## src/rtl/tx_stream_mux.sv

```systemverilog
// Merges command-parser response frames and buffered UART bytes into one TX FIFO byte stream.
// UART bytes go out as packets: HDR_BYTE, UART_TYPE, len, then len payload bytes.
module tx_stream_mux #(
    parameter int         BUF_DEPTH    = 16,
    parameter int         IDLE_TIMEOUT = 1000,
    parameter logic [7:0] HDR_BYTE     = 8'hA5,
    parameter logic [7:0] UART_TYPE    = 8'h55
) (
    input  logic       clk,
    input  logic       rst_n,
    input  logic       par_valid,
    input  logic [7:0] par_data,
    input  logic       par_last,
    output logic       par_ready,
    input  logic       uart_valid,
    input  logic [7:0] uart_data,
    output logic       uart_drop,
    input  logic       fifo_wfull,
    output logic       fifo_winc,
    output logic [7:0] fifo_wdata,
    output logic       busy
);
    localparam int AW = $clog2(BUF_DEPTH);
    localparam int CW = AW + 1;

    typedef enum logic [2:0] {S_IDLE, S_PAR, S_U_HDR, S_U_TYPE, S_U_LEN, S_U_PAY} state_t;
    typedef enum logic {G_PAR, G_UART} grant_t;

    logic [7:0]    buf_mem [BUF_DEPTH];
    logic [AW-1:0] wr_ptr;
    logic [AW-1:0] rd_ptr;
    logic [CW-1:0] count;
    logic [15:0]   idle_cnt;
    state_t        state;
    grant_t        last_grant;
    logic [7:0]    len;
    logic [7:0]    pay_left;

    logic       buf_full;
    logic       buf_wr;
    logic       buf_rd;
    logic       flush_req;
    logic       out_valid;
    logic [7:0] out_data;

    assign buf_full  = (count == CW'(BUF_DEPTH));
    assign buf_wr    = uart_valid && !buf_full;
    assign flush_req = buf_full || (count != '0 && idle_cnt == 16'(IDLE_TIMEOUT));

    // NOTE: every always_comb output gets a default first so no path can infer a latch.
    always_comb begin
        out_valid = 1'b0;
        out_data  = 8'h00;
        par_ready = 1'b0;
        case (state)
            S_PAR: begin
                par_ready = !fifo_wfull;
                out_valid = par_valid;
                out_data  = par_data;
            end
            S_U_HDR: begin
                out_valid = 1'b1;
                out_data  = HDR_BYTE;
            end
            S_U_TYPE: begin
                out_valid = 1'b1;
                out_data  = UART_TYPE;
            end
            S_U_LEN: begin
                out_valid = 1'b1;
                out_data  = len;
            end
            S_U_PAY: begin
                out_valid = 1'b1;
                out_data  = buf_mem[rd_ptr];
            end
            default: ;
        endcase
    end

    // The full flag gates the write strobe directly so a full FIFO never sees winc.
    assign fifo_winc  = out_valid && !fifo_wfull;
    assign fifo_wdata = out_data;
    assign busy       = (state != S_IDLE);
    assign buf_rd     = (state == S_U_PAY) && fifo_winc;

    // NOTE: buffer storage has no reset; only pointers and count define which entries are live.
    always_ff @(posedge clk) begin
        if (buf_wr) buf_mem[wr_ptr] <= uart_data;
    end

    // NOTE: sequential state uses non-blocking assignments so every register samples pre-edge values.
    always_ff @(posedge clk or negedge rst_n) begin
        if (!rst_n) begin
            wr_ptr    <= '0;
            rd_ptr    <= '0;
            count     <= '0;
            idle_cnt  <= '0;
            uart_drop <= 1'b0;
        end else begin
            uart_drop <= uart_valid && buf_full;
            if (buf_wr) wr_ptr <= wr_ptr + 1'b1;
            if (buf_rd) rd_ptr <= rd_ptr + 1'b1;
            count <= count + CW'(buf_wr) - CW'(buf_rd);
            if (buf_wr)
                idle_cnt <= '0;
            else if (count != '0 && idle_cnt != 16'(IDLE_TIMEOUT))
                idle_cnt <= idle_cnt + 16'd1;
        end
    end

    always_ff @(posedge clk or negedge rst_n) begin
        if (!rst_n) begin
            state      <= S_IDLE;
            last_grant <= G_UART;
            len        <= '0;
            pay_left   <= '0;
        end else begin
            case (state)
                S_IDLE: begin
                    // Round-robin: a pending parser frame wins if UART went last.
                    if (flush_req && (last_grant == G_PAR || !par_valid)) begin
                        state <= S_U_HDR;
                        len   <= 8'(count);
                    end else if (par_valid) begin
                        state <= S_PAR;
                    end
                end
                S_PAR: begin
                    if (fifo_winc && par_last) begin
                        state      <= S_IDLE;
                        last_grant <= G_PAR;
                    end
                end
                S_U_HDR:  if (fifo_winc) state <= S_U_TYPE;
                S_U_TYPE: if (fifo_winc) state <= S_U_LEN;
                S_U_LEN: begin
                    if (fifo_winc) begin
                        state    <= S_U_PAY;
                        pay_left <= len;
                    end
                end
                S_U_PAY: begin
                    if (fifo_winc) begin
                        pay_left <= pay_left - 8'd1;
                        if (pay_left == 8'd1) begin
                            state      <= S_IDLE;
                            last_grant <= G_UART;
                        end
                    end
                end
                default: state <= S_IDLE;
            endcase
        end
    end
endmodule

```

## config.mk

```make
export PLATFORM = sky130hd
export DESIGN_NAME = tx_stream_mux
export DESIGN_NICKNAME = d
export VERILOG_FILES = /design/src/rtl/tx_stream_mux.sv
export SDC_FILE = /design/constraint.sdc
export NUM_CORES = 1
export LEC_CHECK = 0
export CORE_MARGIN = 8
export CORE_UTILIZATION = 60
export CTS_CLUSTER_DIAMETER = 80
export DETAILED_ROUTE_END_ITERATION = 8
export GPL_TIMING_DRIVEN = 0
export PLACE_DENSITY = 0.79
export SLEW_MARGIN = 20
export SYNTH_ARGS = -nofsm -noshare
export SYNTH_HDL_FRONTEND = slang
export SYNTH_SLANG_ARGS = --single-unit
```

## constraint.sdc

```tcl
create_clock -name clk -period 3.6 [get_ports clk]
set_clock_uncertainty 0.2 [all_clocks]
set_input_delay 0.54 -clock clk [delete_from_list [all_inputs] [get_ports clk]]
set_output_delay 0.54 -clock clk [all_outputs]
set_load 0.1 [all_outputs]
```

# Yosys cells after proc, flatten, opt, wreduce, memory -nomap -nowiden
# Memory sizes are Yosys's and may differ from the RTL's.
# Cells that the tools add are included.
[totals]
register_bits = 47
ram_bits = 128
in_bits = 22
out_inout_bits = 12
wordCells = 80
mem_count = 1
[memory_table]
columns = ["name", "words", "width", "rd", "rd_clocked_by_memory_dff", "wr", "line_no", "rtl"]
rows = [
  ["buf_mem", 16, 8, 1, 0, 1, "29", "logic [7:0] buf_mem [BUF_DEPTH];"],
]
[op_classes]
n_addsub = 6
n_eq_ne = 16
muxes = 23
bitwise = 1
n_reduce_logical = 24
[ops]
columns = ["op", "n"]
rows = [
  ["$pmux 8 s5", 1],
  ["$mux 16", 2],
  ["$mux 3", 8],
  ["$pmux 3 s6", 1],
  ["$add 16x1->16 const B", 1],
  ["$eq 16x10->1 const B", 1],
  ["$mux 8", 2],
  ["$ne 16x10->1 const B", 1],
  ["$pmux 8 s2", 1],
  ["$ne 2x2->1 const B", 5],
  ["$add 4x1->4 const B", 2],
  ["$eq 8x1->1 const B", 1],
  ["$logic_and 1x1->1", 8],
  ["$sub 8x1->8 const B", 1],
  ["$reduce_and 7->1", 1],
  ["$eq 3x2->1 const B", 2],
  ["$eq 3x3->1 const B", 2],
  ["$mux 1", 6],
  ["$reduce_bool 2->1", 3],
  ["$add 5x1->5", 1],
  ["$eq 5x5->1 const B", 1],
  ["$reduce_bool 5->1", 1],
  ["$sub 5x1->5", 1],
  ["$pmux 1 s2", 2],
  ["12 further kinds", 15],
]

# Depth between registers and ports, before layout
# Gate-level depths: netlist of run 1.
[logic_depth]
depth_word = 7
mapped_depth = 16
mapped_depth_nobuf = 14

# Worst setup path before layout of run 1
# No wires, ideal clock.
[synth_path]
path_type = "reg2out"
startpoint = "reg state[1]"
endpoint = "out fifo_wdata[4]"
arrival_time_ns = 2.846
t_required_ns = 2.860
setup_slack_ns = 0.014
path_stages_with_launch = 7
path_buffers = 1
cell_sequence = "dfrtp_1 > buf_2 > nand3b_4 > a311o_1 > a311oi_1 > nor3_1 > o22ai_1"
[synth_via]
elab_chain_cells = 2
word_cells_on_any_way = 6
classes_between = "eq/ne: 5; mux: 1"
[synth_lines]
columns = ["element", "line_no", "rtl"]
rows = [
  ["start: declaration", "34", "state_t state;"],
  ["start signal: assignment", "114", "state <= S_IDLE;"],
  ["start signal: assignment", "123", "state <= S_U_HDR;"],
  ["start signal: assignment", "126", "state <= S_PAR;"],
  ["$eq 3x3->1 (tied with other cells)", "55", "case (state)"],
  ["$pmux 8 s5 (*)", "55", ""],
  ["end: declaration", "20", "output logic [7:0] fifo_wdata,"],
]
# Every way passes the cells marked *; elsewhere a longest branch is shown, timed or not.

# Worst setup path after layout of run 1
[layout_path]
startpoint = "reg state[2]"
endpoint = "out fifo_wdata[1]"
# Same word-level chain as after synthesis.

==> metrics.csv, run 1 <==
metric;value;unit
via count of the first global-routing pass;4939;
clock tree from TritonCTS;built;
number of enable-type register cells in the synthesized netlist;128;
post-route antenna net violation count;0;
main combinational cell family by area after synthesis;multiplexers;
async set-reset flop share out of synthesis;26.86;%
wire length after detailed routing;16990;microns
multiplexer fraction of the synthesized cell area;11.45;%
worst-path cell with the longest stage delay;or3_4;
worst skew pair latency;0.43;ns
die area;17040;sq um
number of input and output port buffers inserted;33;
number of nets in the finished design;639;
number of DRC markers in iteration 0;480;
antenna violations before repair;0;
Psw;2.447;mW
combined area of all synthesized cells;7869;sq um
synthesized netlist cell count;546;
aggregate global routing overflow;0;
Leakage;3.354;nW
adder-cell area share of the yosys netlist;2.799;%
clock slew seen by the registers of the worst setup and hold paths;0.06;ns
origin of the critical flop-to-flop path;count[2]$_DFF_PN0_;
#FFs+latches synth;175;
number of synthesis warnings;0;
y dimension of the die;130.5;microns
Reg area;5021;sq um
flop2flop setup slack;0.12;ns
internal power contribution;4.332;mW
number of placement rows;42;
initial cell density of the core;60.38;%
Gate power share;35.3;%
Min-Delay Path Class;reg -> reg;
net count after synthesis;585;
pin count of the biggest net entering global routing;28;
hold path start;pay_left[0]$_DFFE_PN0P_;
final cycle utilization of the critical path;97.24;%
Worst Path Class, Setup;reg -> out;
clock tree root buffer cell;clkbuf_16;
dominant synthesized flop cell;edfxtp_1;
Flop pwr share;39.3;%
crit start category;flip-flop;
Placer Congestion;0.8888;
Setup Viol. Count Final;0;
Fmax achieved;0.2857;GHz
minimum clock period after layout;3.500;ns
first drt pass iteration count;8;
buffer levels on the longest clock path;2;
TritonCTS sink count;175;
result of the run;completed;
Reg2Reg Depth;16;
synth-to-layout area growth;14.76;%
synthesized-area fraction occupied by ao, oa, aoi and oai cells;6.074;%
Setup crit start;state[2]$_DFFE_PN0P_;
post-synthesis share of cell area spent on and, or, nand and nor gates;10.40;%
crit-path cells;buf_2, inv_2, ha_1, clkbuf_2, or3_4, o22a_1, o21ai_1, buf_6;
count of final max-slew check failures;0;
number of distinct library cells after synthesis;62;
Core Footprint;13030;sq um
# Max-Cap Violations;0;
multi-input combinational cell area;2653;sq um
average instance area after synthesis;14.41;sq um
DR vias;4813;
Crit path required time;2.86;ns
power density relative to cell area;750.7;nW/um^2
detailed-route vias per instance;6.116;
worst rel slew slack;35.09;%
Hold Fails Final Rpt;0;
post-CTS repair timing setup buffer count;0;
overall fraction of global-route tracks in use;21.34;%
critical path capture point;fifo_wdata[1];
proportion of synthesized chip area in sequential cells;63.81;%
setup repair after global routing missed its margin;true;
end of the worst register-to-register path;count[4]$_DFF_PN0_;
worst vdd rail ir drop;416.1;uV
total number of H-tree levels;4;
stage delay of the slowest cell on the critical path;0.47;ns
Routed WL per cell;21.59;microns
Inserted Clock Buffers;17;
number of remaining DRC errors;0;
fraction of layout instances using a drive strength above 1;19.31;%
worst slew pin tran;0.9707;ns
data arrival time of the critical path;2.76;ns
IO Count;34;
detailed placement HPWL;11430;microns
Synth Area in XOR/XNOR;2.560;%
first-pass GRT wire length;26690;microns
clock group share of total power;25.3;%
setup ws final;0.09953;ns
worst-path maximum fanout;10;
DIE WIDTH;130.5;microns
Filler Cell Count;843;
worst setup slack before clock tree synthesis;-0.4845;ns
element type at the critical path end;output pin;
Min Hold Slack;0.3292;ns
net switching fraction of the power;36.09;%
Antenna Diode Count;0;
## area by class of cell
class | count | share of cell area [%]
inverter | 23 | 0.9561
clock buffer | 19 | 4.794
buffer | 28 | 1.677
sequential | 175 | 55.60
timing repair buffer | 35 | 3.907
tap | 176 | 2.439
clock inverter | 11 | 1.247
multi-input combinational | 320 | 29.38
## state kept, by name, indices dropped and copies added, names as in the netlist
| signal | count |
|---|---|
| state | 3 |
| count | 5 |
| rd_ptr | 4 |
| pay_left | 8 |
| wr_ptr | 4 |
| idle_cnt | 16 |
| last_grant | 1 |
| len | 5 |
| uart_drop | 1 |
| buf_mem | 128 |
## metrics by stage
stage                     util [%]  power (mW)  cell area (sq um)  setup TNS (ns)  cells
after detailed placement     64.87       5.079               8454          -2.562    756
after global routing         69.29       7.072               9030         -0.1022    787
final                        69.29       6.779               9030               0    787
after floorplan                  -       4.453               7869               0    546
after CTS                    69.14       6.782               9011               0    787
after global placement       64.60       4.948               8419          -2.075    755
## per-layer routing
layer  vias up  share of wire (%)  track usage, %
met5         -                  0               0
li1       2159                  -               -
met4         0                3.0           10.53
met1      2387                 40           26.66
met3        41                7.3           4.058
met2       226                 50           35.22
## how the worst min path moves through the flow
stage	end	cells after the start
5_1_grt	pay_left[7]$_DFFE_PN0P_	1
4_1_cts	pay_left[0]$_DFFE_PN0P_	1
3_3_place_gp	pay_left[5]$_DFFE_PN0P_	2
2_1_floorplan	count[0]$_DFF_PN0_	0
3_5_place_dp	pay_left[0]$_DFFE_PN0P_	1
6_report	pay_left[0]$_DFFE_PN0P_	1
## power groups by stage
| stage | Clock [mW] | Sequential (mW) | Combinational, mW |
|---|---|---|---|
| floorplan | 0 | 2.64 | 1.81 |
| global placement | 0 | 2.68 | 2.27 |
| detailed placement | 0 | 2.70 | 2.38 |
| CTS | 1.73 | 2.66 | 2.39 |
| global route | 1.80 | 2.70 | 2.57 |
| finish | 1.72 | 2.67 | 2.39 |
## logic make-up (layout without fill, tap and decap cells)
logic type                 after synthesis  in the layout
buffers and inverters                   51            116
and+or+nand+nor                        154            154
AOI/OAI and AO/OA                       76             76
adders and majority gates               17             17
DFF                                    175            175
xor gates and xnor gates                23             23
muxes                                   50             50
## synthesized netlist by cell type (2+ instances only)
library cell / n / share of area, %
edfxtp_1: 128 / 49
dfrtp_1: 46 / 15
nor2_1: 44 / 2.1
nand2_1: 41 / 2.0
mux4_2: 30 / 8.6
a21oi_1: 21 / 1.3
inv_1: 20 / 0.95
xnor2_1: 18 / 2.0
ha_1: 16 / 2.5
buf_2: 15 / 0.95
mux2i_1: 15 / 1.9
nor3_1: 13 / 0.83
o21ai_0: 11 / 0.70
o21ai_1: 11 / 0.70
nand3_1: 9 / 0.57
a31oi_1: 8 / 0.64
clkbuf_1: 7 / 0.33
or3_1: 7 / 0.56
nand4_1: 6 / 0.48
mux2_4: 5 / 0.95
xor2_1: 5 / 0.56
a21o_1: 4 / 0.38
a2bb2oi_1: 4 / 0.45
and2_1: 4 / 0.32
nor2b_1: 4 / 0.32
buf_1: 3 / 0.14
nand2b_1: 3 / 0.24
nor4_1: 3 / 0.24
o22ai_1: 3 / 0.24
or2_1: 3 / 0.24
a211oi_1: 2 / 0.19
a311oi_1: 2 / 0.22
and3_1: 2 / 0.16
buf_6: 2 / 0.29
inv_2: 2 / 0.095
nand3_2: 2 / 0.25
o22a_1: 2 / 0.22
## cells in the final DEF, fill, tap and decap left out, types with 9 or more instances in the layout
master | netlist | routed
nor2_1 | 44 | 44
o21ai_0 | 11 | 11
nand2_1 | 41 | 40
ha_1 | 16 | 16
clkdlybuf4s50_1 | 0 | 23
edfxtp_1 | 128 | 128
nor3_1 | 13 | 9
o21ai_1 | 11 | 11
xnor2_1 | 18 | 18
clkbuf_16 | 0 | 17
dfrtp_1 | 46 | 46
nand3_1 | 9 | 9
buf_2 | 15 | 16
mux4_2 | 30 | 30
a21oi_1 | 21 | 21
inv_1 | 20 | 19
mux2i_1 | 15 | 15
## critical path: cells and delay by family, from the launching register on
kind / cells / cell delay, ns
buffers and inverters: 4 / 0.78
AND/OR/NAND/NOR: 1 / 0.47
AO/OA/AOI/OAI: 2 / 0.43
flip-flops: 1 / 0.33
adder cells (fa/ha/maj): 1 / 0.32
## what timing repair did
item	4_1_cts	5_1_grt
hold endpoints to repair	19	0
hold buffers	1	0
endpoints found under the setup margin	10	9
resized for setup	45	13
(Power assumes the default switching activity.)
==> run 2: changes to the inputs <==
--- a/config.mk
+++ b/config.mk
@@ -7,6 +7,7 @@
 export LEC_CHECK = 0
 export CORE_MARGIN = 8
 export CORE_UTILIZATION = 60
+export CTS_BUF_LIST = sky130_fd_sc_hd__clkbuf_4 sky130_fd_sc_hd__clkbuf_8
 export CTS_CLUSTER_DIAMETER = 80
 export DETAILED_ROUTE_END_ITERATION = 8
 export GPL_TIMING_DRIVEN = 0
==> run 2 against run 1 <==
Core utilization down 1.5 points; sequential power barely moved; count of clock-buffer cells in the layout unchanged; largest power group unchanged; worst setup slack got worse by 0.0086 ns; global-route usage is 0.52 points lower; wire length decreased by 3.2%; sequential share of layout area increased by 1.3 points; critical endpoint unchanged; cell area shrank 2.2%.
==> metrics.csv, run 2 (synthesized netlist as in run 1, its figures left out) <==
metric;value;unit;change
result of the run;completed;;unchanged
Setup Viol. Count Final;0;;unchanged
Crit path required time;2.86;ns;about the same
Routed WL per cell;20.93;microns;was 21.59 microns
worst skew pair latency;0.45;ns;was 0.43 ns
Antenna Diode Count;0;;unchanged
number of remaining DRC errors;0;;unchanged
number of input and output port buffers inserted;33;;unchanged
register with the most flip-flops;buf_mem;;unchanged
Worst Path Class, Setup;reg -> out;;unchanged
crit start category;flip-flop;;unchanged
Inserted Clock Buffers;17;;unchanged
Regs by FF count;buf_mem x128, idle_cnt x16, pay_left x8;;unchanged
minimum clock period after layout;3.509;ns;was 3.500 ns
DIE WIDTH;130.5;microns;unchanged
stage delay of the slowest cell on the critical path;0.46;ns;was 0.47 ns
aggregate global routing overflow;0;;unchanged
count of final max-slew check failures;0;;unchanged
final cycle utilization of the critical path;97.47;%;was 97.24%
IO Count;34;;unchanged
Placer Congestion;0.8888;;unchanged
pin count of the biggest net entering global routing;28;;unchanged
total number of H-tree levels;4;;unchanged
first drt pass iteration count;5;;was 8
Min-Delay Path Class;reg -> reg;;unchanged
worst-path cell with the longest stage delay;or3_4;;unchanged
detailed-route vias per instance;6.085;;was 6.116
antenna violations before repair;0;;unchanged
# Max-Cap Violations;0;;unchanged
number of nets in the finished design;638;;was 639
y dimension of the die;130.5;microns;unchanged
overall fraction of global-route tracks in use;20.82;%;was 21.34%
sum of internal, switching and leakage power;6.298;mW;was 6.779 mW
data arrival time of the critical path;2.77;ns;was 2.76 ns
Reg2Reg Depth;14;;was 16
initial cell density of the core;60.38;%;unchanged
element type at the critical path end;output pin;;unchanged
end of the worst register-to-register path;count[4]$_DFF_PN0_;;unchanged
detailed placement HPWL;11430;microns;unchanged
Core Footprint;13030;sq um;unchanged
power density relative to cell area;713.1;nW/um^2;was 750.7 nW/um^2
Bufs and invs on worst path;4;;unchanged
DR vias;4783;;was 4813
Hold Fails Final Rpt;0;;unchanged
most common cell after layout, fill and taps aside;edfxtp_1;;unchanged
crit-path cells;buf_2, inv_2, ha_1, clkbuf_2, or3_4, o22a_1, o21ai_1, buf_6;;unchanged
buffer levels on the longest clock path;2;;unchanged
origin of the critical flop-to-flop path;state[2]$_DFFE_PN0P_;;was count[2]$_DFF_PN0_
Min Hold Slack;0.3364;ns;was 0.3292 ns
die area;17040;sq um;unchanged
flop2flop setup slack;0.19;ns;was 0.12 ns
via count of the first global-routing pass;4883;;was 4939
worst slew pin tran;0.9709;ns;was 0.9707 ns
family of cells with the greatest summed delay on the critical path;buffers and inverters;;unchanged
Fmax achieved;0.2850;GHz;was 0.2857 GHz
clock tree from TritonCTS;built;;unchanged
flip-flop count of the largest register, all copies and words added;128;;unchanged
fraction of the core area covered by cells at the end of the flow;67.76;%;was 69.29%
worst rel slew slack;35.07;%;was 35.09%
Leakage;3.273;nW;was 3.354 nW
number of placement rows;42;;unchanged
wire length after detailed routing;16450;microns;was 16990 microns
commonest non-fill, non-tap cells in the layout;128 x edfxtp_1, 46 x dfrtp_1, 44 x nor2_1;;unchanged
setup repair after global routing missed its margin;false;;was true
worst vdd rail ir drop;303.9;uV;was 416.1 uV
hold depth;1;;unchanged
Filler Cell Count;894;;was 843
Hold Path Sink;pay_left[0]$_DFFE_PN0P_;;unchanged
clock tree root buffer cell;clkbuf_8;;was clkbuf_16
fraction of layout instances using a drive strength above 1;19.34;%;was 19.31%
number of DRC markers in iteration 0;482;;was 480
TritonCTS sink count;175;;unchanged
first-pass GRT wire length;26130;microns;was 26690 microns
clock slew seen by the registers of the worst setup and hold paths;0.09;ns;was 0.06 ns
synth-to-layout area growth;12.23;%;was 14.76%
post-route antenna net violation count;0;;unchanged
worst-path maximum fanout;10;;unchanged
hold path start;pay_left[0]$_DFFE_PN0P_;;unchanged
## run 2: cell count changes in the layout (fill, tap and decap cells not counted), moves of 2 or more
cell       change
clkbuf_4       +2
clkbuf_16     -17
buf_2          +2
clkbuf_8      +17
clkbuf_1       -3
## run 2: metal layers
layer  GRT usage, %  share of wire (%)  up-vias
met4          9.318                3.0        0
met2          33.86                 49      243
met5              0                  0        -
li1               -                  -     2159
met1          26.67                 41     2348
met3          4.221                7.6       33
## run 2: repair_timing
| item | 4_1_cts | 5_1_grt |
|---|---|---|
| cloned | 0 | 0 |
| hold buffers | 1 | 0 |
| setup endpoints to repair | 10 | 7 |
| buffers inserted | 0 | 0 |
| resized for setup | 51 | 7 |
| hold endpoints to repair | 19 | 0 |
## run 2: final cells by class
cell class / count / area [sq um] / area share [%]
plain buffers: 27 / 147.6 / 1.672
clock buffers: 19 / 249.0 / 2.819
repair buffers: 35 / 350.3 / 3.967
clock inverters: 11 / 112.6 / 1.275
well taps: 176 / 220.2 / 2.494
flip-flops and latches: 175 / 5021 / 56.86
inverters: 23 / 86.33 / 0.9776
multi-input cells: 320 / 2644 / 29.94
## run 2: stage by stage
stage | setup TNS, ns | cells | worst slack (ns) | instance area (sq um)
detailed placement | -2.562 | 756 | -0.4845 | 8454
finish | 0 | 786 | 0.09091 | 8831
floorplan | 0 | 546 | 0.01415 | 7869
CTS | 0 | 787 | 0.01365 | 8832
global placement | -2.075 | 755 | -0.4368 | 8419
global route | 0 | 786 | 0.006328 | 8831
## run 2: worst max-delay path by stage
stage	start	end	slack [ns]	cells past startpoint
2_1_floorplan	state[1]$_DFFE_PN0P_	fifo_wdata[4]	0.01	6
3_3_place_gp	state[2]$_DFFE_PN0P_	fifo_wdata[7]	-0.44	8
3_5_place_dp	state[2]$_DFFE_PN0P_	fifo_wdata[7]	-0.48	8
4_1_cts	rd_ptr[1]$_DFFE_PN0P_	fifo_wdata[0]	0.01	7
5_1_grt	state[2]$_DFFE_PN0P_	fifo_wdata[5]	0.006	8
6_report	state[2]$_DFFE_PN0P_	fifo_wdata[1]	0.09	8
## run 2: worst reg2reg max path: stages, from the launching register on
cell and delay [ns]:
dfrtp_1 0.33, buf_2 0.21, inv_2 0.11, ha_1 0.33
or3_1 0.13, clkbuf_1 0.33, inv_2 0.19, ha_1 0.32
inv_1 0.05, ha_1 0.22, fa_1 0.42, a21oi_1 0.19
nor2_1 0.06, nor2_1 0.13, xnor2_1 0.14
## run 2: power by group
group	leakage [nW]	switching, mW	total, mW	internal [mW]
clock	0.183	0.692	1.26	0.565
sequential	1.77	0.193	2.66	2.47
combinational	1.32	1.48	2.38	0.901
total	3.27	2.36	6.30	3.94
==> run 3: changes to the inputs <==
--- a/config.mk
+++ b/config.mk
@@ -16,3 +16,4 @@
 export SYNTH_ARGS = -nofsm -noshare
 export SYNTH_HDL_FRONTEND = slang
 export SYNTH_SLANG_ARGS = --single-unit
+export TNS_END_PERCENT = 20
==> run 3 against run 2 <==
Global-route usage unchanged; power rose by 0.10%; wire length is essentially flat; non-clock buffer count did not move; worst setup slack better by 0.0031 ns; sequential power is essentially flat; largest cell class unchanged; largest power group unchanged.
==> metrics.csv, run 3 (synthesized netlist as in run 1, its figures left out) <==
metric;value;unit;change
number of input and output port buffers inserted;33;;unchanged
antenna violations before repair;0;;unchanged
worst-path maximum fanout;10;;unchanged
Placer Congestion;0.8888;;unchanged
Worst Path Class, Setup;reg -> out;;unchanged
detailed placement HPWL;11430;microns;unchanged
Inserted Clock Buffers;17;;unchanged
total number of H-tree levels;4;;unchanged
clock group share of total power;19.9;%;was 20.0%
family of cells with the greatest summed delay on the critical path;buffers and inverters;;unchanged
clock tree root buffer cell;clkbuf_8;;unchanged
data arrival time of the critical path;2.77;ns;about the same
first drt pass iteration count;5;;unchanged
minimum clock period after layout;3.506;ns;was 3.509 ns
register with the most flip-flops;buf_mem;;unchanged
pin count of the biggest net entering global routing;28;;unchanged
Antenna Diode Count;0;;unchanged
final cycle utilization of the critical path;97.39;%;was 97.47%
TritonCTS sink count;175;;unchanged
commonest non-fill, non-tap cells in the layout;128 x edfxtp_1, 46 x dfrtp_1, 44 x nor2_1;;unchanged
y dimension of the die;130.5;microns;unchanged
clock tree from TritonCTS;built;;unchanged
worst slew pin tran;0.9710;ns;was 0.9709 ns
die area;17040;sq um;unchanged
internal power contribution;3.944;mW;was 3.937 mW
Fmax achieved;0.2852;GHz;was 0.2850 GHz
most common cell after layout, fill and taps aside;edfxtp_1;;unchanged
Setup Viol. Count Final;0;;unchanged
Routed WL per cell;20.92;microns;was 20.93 microns
DR vias;4785;;was 4783
flip-flop count of the largest register, all copies and words added;128;;unchanged
Bufs and invs on worst path;4;;unchanged
Hold Fails Final Rpt;0;;unchanged
crit-path cells;buf_2, inv_2, ha_1, clkbuf_2, or3_4, o22a_1, o21ai_1, buf_6;;unchanged
overall fraction of global-route tracks in use;20.82;%;unchanged
count of final max-slew check failures;0;;unchanged
setup repair after global routing missed its margin;true;;was false
initial cell density of the core;60.38;%;unchanged
IO Count;34;;unchanged
element type at the critical path end;output pin;;unchanged
clock slew seen by the registers of the worst setup and hold paths;0.09;ns;about the same
worst-path cell with the longest stage delay;or3_4;;unchanged
Psw;2.360;mW;was 2.361 mW
# Max-Cap Violations;0;;unchanged
number of nets in the finished design;638;;unchanged
result of the run;completed;;unchanged
number of placement rows;42;;unchanged
DIE WIDTH;130.5;microns;unchanged
first-pass GRT wire length;26130;microns;unchanged
fraction of layout instances using a drive strength above 1;19.34;%;unchanged
worst skew pair latency;0.45;ns;about the same
fraction of the core area covered by cells at the end of the flow;67.86;%;was 67.76%
Gate power share;37.8;%;was 37.7%
crit start category;flip-flop;;unchanged
net switching fraction of the power;37.44;%;was 37.49%
power density relative to cell area;712.9;nW/um^2;was 713.1 nW/um^2
number of remaining DRC errors;0;;unchanged
worst rel slew slack;35.07;%;about the same
number of DRC markers in iteration 0;482;;unchanged
post-route antenna net violation count;0;;unchanged
Flop pwr share;42.2;%;was 42.3%
Min-Delay Path Class;reg -> reg;;unchanged
Crit path required time;2.86;ns;about the same
Leakage;3.271;nW;was 3.273 nW
Core Footprint;13030;sq um;unchanged
aggregate global routing overflow;0;;unchanged
Regs by FF count;buf_mem x128, idle_cnt x16, pay_left x8;;unchanged
wire length after detailed routing;16450;microns;about the same
via count of the first global-routing pass;4883;;unchanged
stage delay of the slowest cell on the critical path;0.46;ns;about the same
buffer levels on the longest clock path;2;;unchanged
Min Hold Slack;0.3364;ns;unchanged
worst vdd rail ir drop;303.9;uV;about the same
synth-to-layout area growth;12.39;%;was 12.23%
detailed-route vias per instance;6.088;;was 6.085
-- run 3: cell types whose count changed in the layout (fill, tap and decap cells not counted), sizes merged --
cell,previous run,this run
buf,29,27
clkdlybuf4s15,2,4
-- run 3: cell type report --
class / count / area (sq um)
fill: 891 / 4189
clock buffer: 19 / 249.0
multi-input combinational: 320 / 2644
inverter: 23 / 86.33
buffer: 27 / 147.6
tap: 176 / 220.2
timing repair buffer: 35 / 362.8
clock inverter: 11 / 112.6
sequential: 175 / 5021
-- run 3: stage by stage --
step / total power [mW] / worst slack (ns) / instances / setup TNS [ns] / instance area (sq um)
floorplan: 4.453 / 0.01415 / 546 / 0 / 7869
global placement: 4.948 / -0.4368 / 755 / -2.075 / 8419
detailed placement: 5.079 / -0.4845 / 756 / -2.562 / 8454
CTS: 6.331 / -0.004240 / 787 / -0.004240 / 8838
global route: 6.614 / -0.01869 / 786 / -0.02544 / 8843
finish: 6.304 / 0.09402 / 786 / 0 / 8843
-- run 3: path summary, 6_finish.rpt --
path | startpoint | endpoint | slack (ns) | depth (start not counted)
worst max-delay path | state[2]$_DFFE_PN0P_ | fifo_wdata[1] | 0.09 | 8
worst min-delay path | pay_left[0]$_DFFE_PN0P_ | pay_left[0]$_DFFE_PN0P_ | 0.34 | 1
min in group asynchronous | rst_n | rd_ptr[2]$_DFFE_PN0P_ | 0.39 | 2
max in group asynchronous | rst_n | idle_cnt[11]$_DFFE_PN0P_ | 2.26 | 3
worst min register to register | pay_left[0]$_DFFE_PN0P_ | pay_left[0]$_DFFE_PN0P_ | 0.34 | 1
worst max register to register | state[2]$_DFFE_PN0P_ | count[4]$_DFF_PN0_ | 0.19 | 14
-- run 3: power by group through the flow --
stage | sequential [mW] | clock, mW | combinational, mW
final | 2.66 | 1.26 | 2.38
after global routing | 2.70 | 1.35 | 2.57
after CTS | 2.66 | 1.28 | 2.39
after detailed placement | 2.70 | 0 | 2.38
after global placement | 2.68 | 0 | 2.27
after floorplan | 2.64 | 0 | 1.81
-- run 3: what timing repair did --
action | CTS | global route
setup endpoints to repair | 10 | 8
hold endpoints to repair | 19 | 0
buffers inserted | 0 | 0
resized for setup | 49 | 5
hold buffers | 1 | 0
-- run 3: per-layer routing --
metal  global-route usage [%]  wire length (microns)  vias to the layer above  part of all wire (%)
li1                         -                      -                     2159                     -
met1                    26.67                   6740                     2351                    41
met2                    33.86                   7996                      239                    49
met3                    4.221                   1211                       36                   7.4
met4                    9.318                    496                        0                   3.0
met5                        0                      0                        -                     0
-- run 3: worst register-to-register path, delay by kind of cell, from the launching register on --
family,cells,cell delay (ns)
simple gates,3,0.32
compound gates,1,0.19
fa+ha+maj,4,1.29
buf+inv,5,0.89
xor+xnor,1,0.14
flops,1,0.33
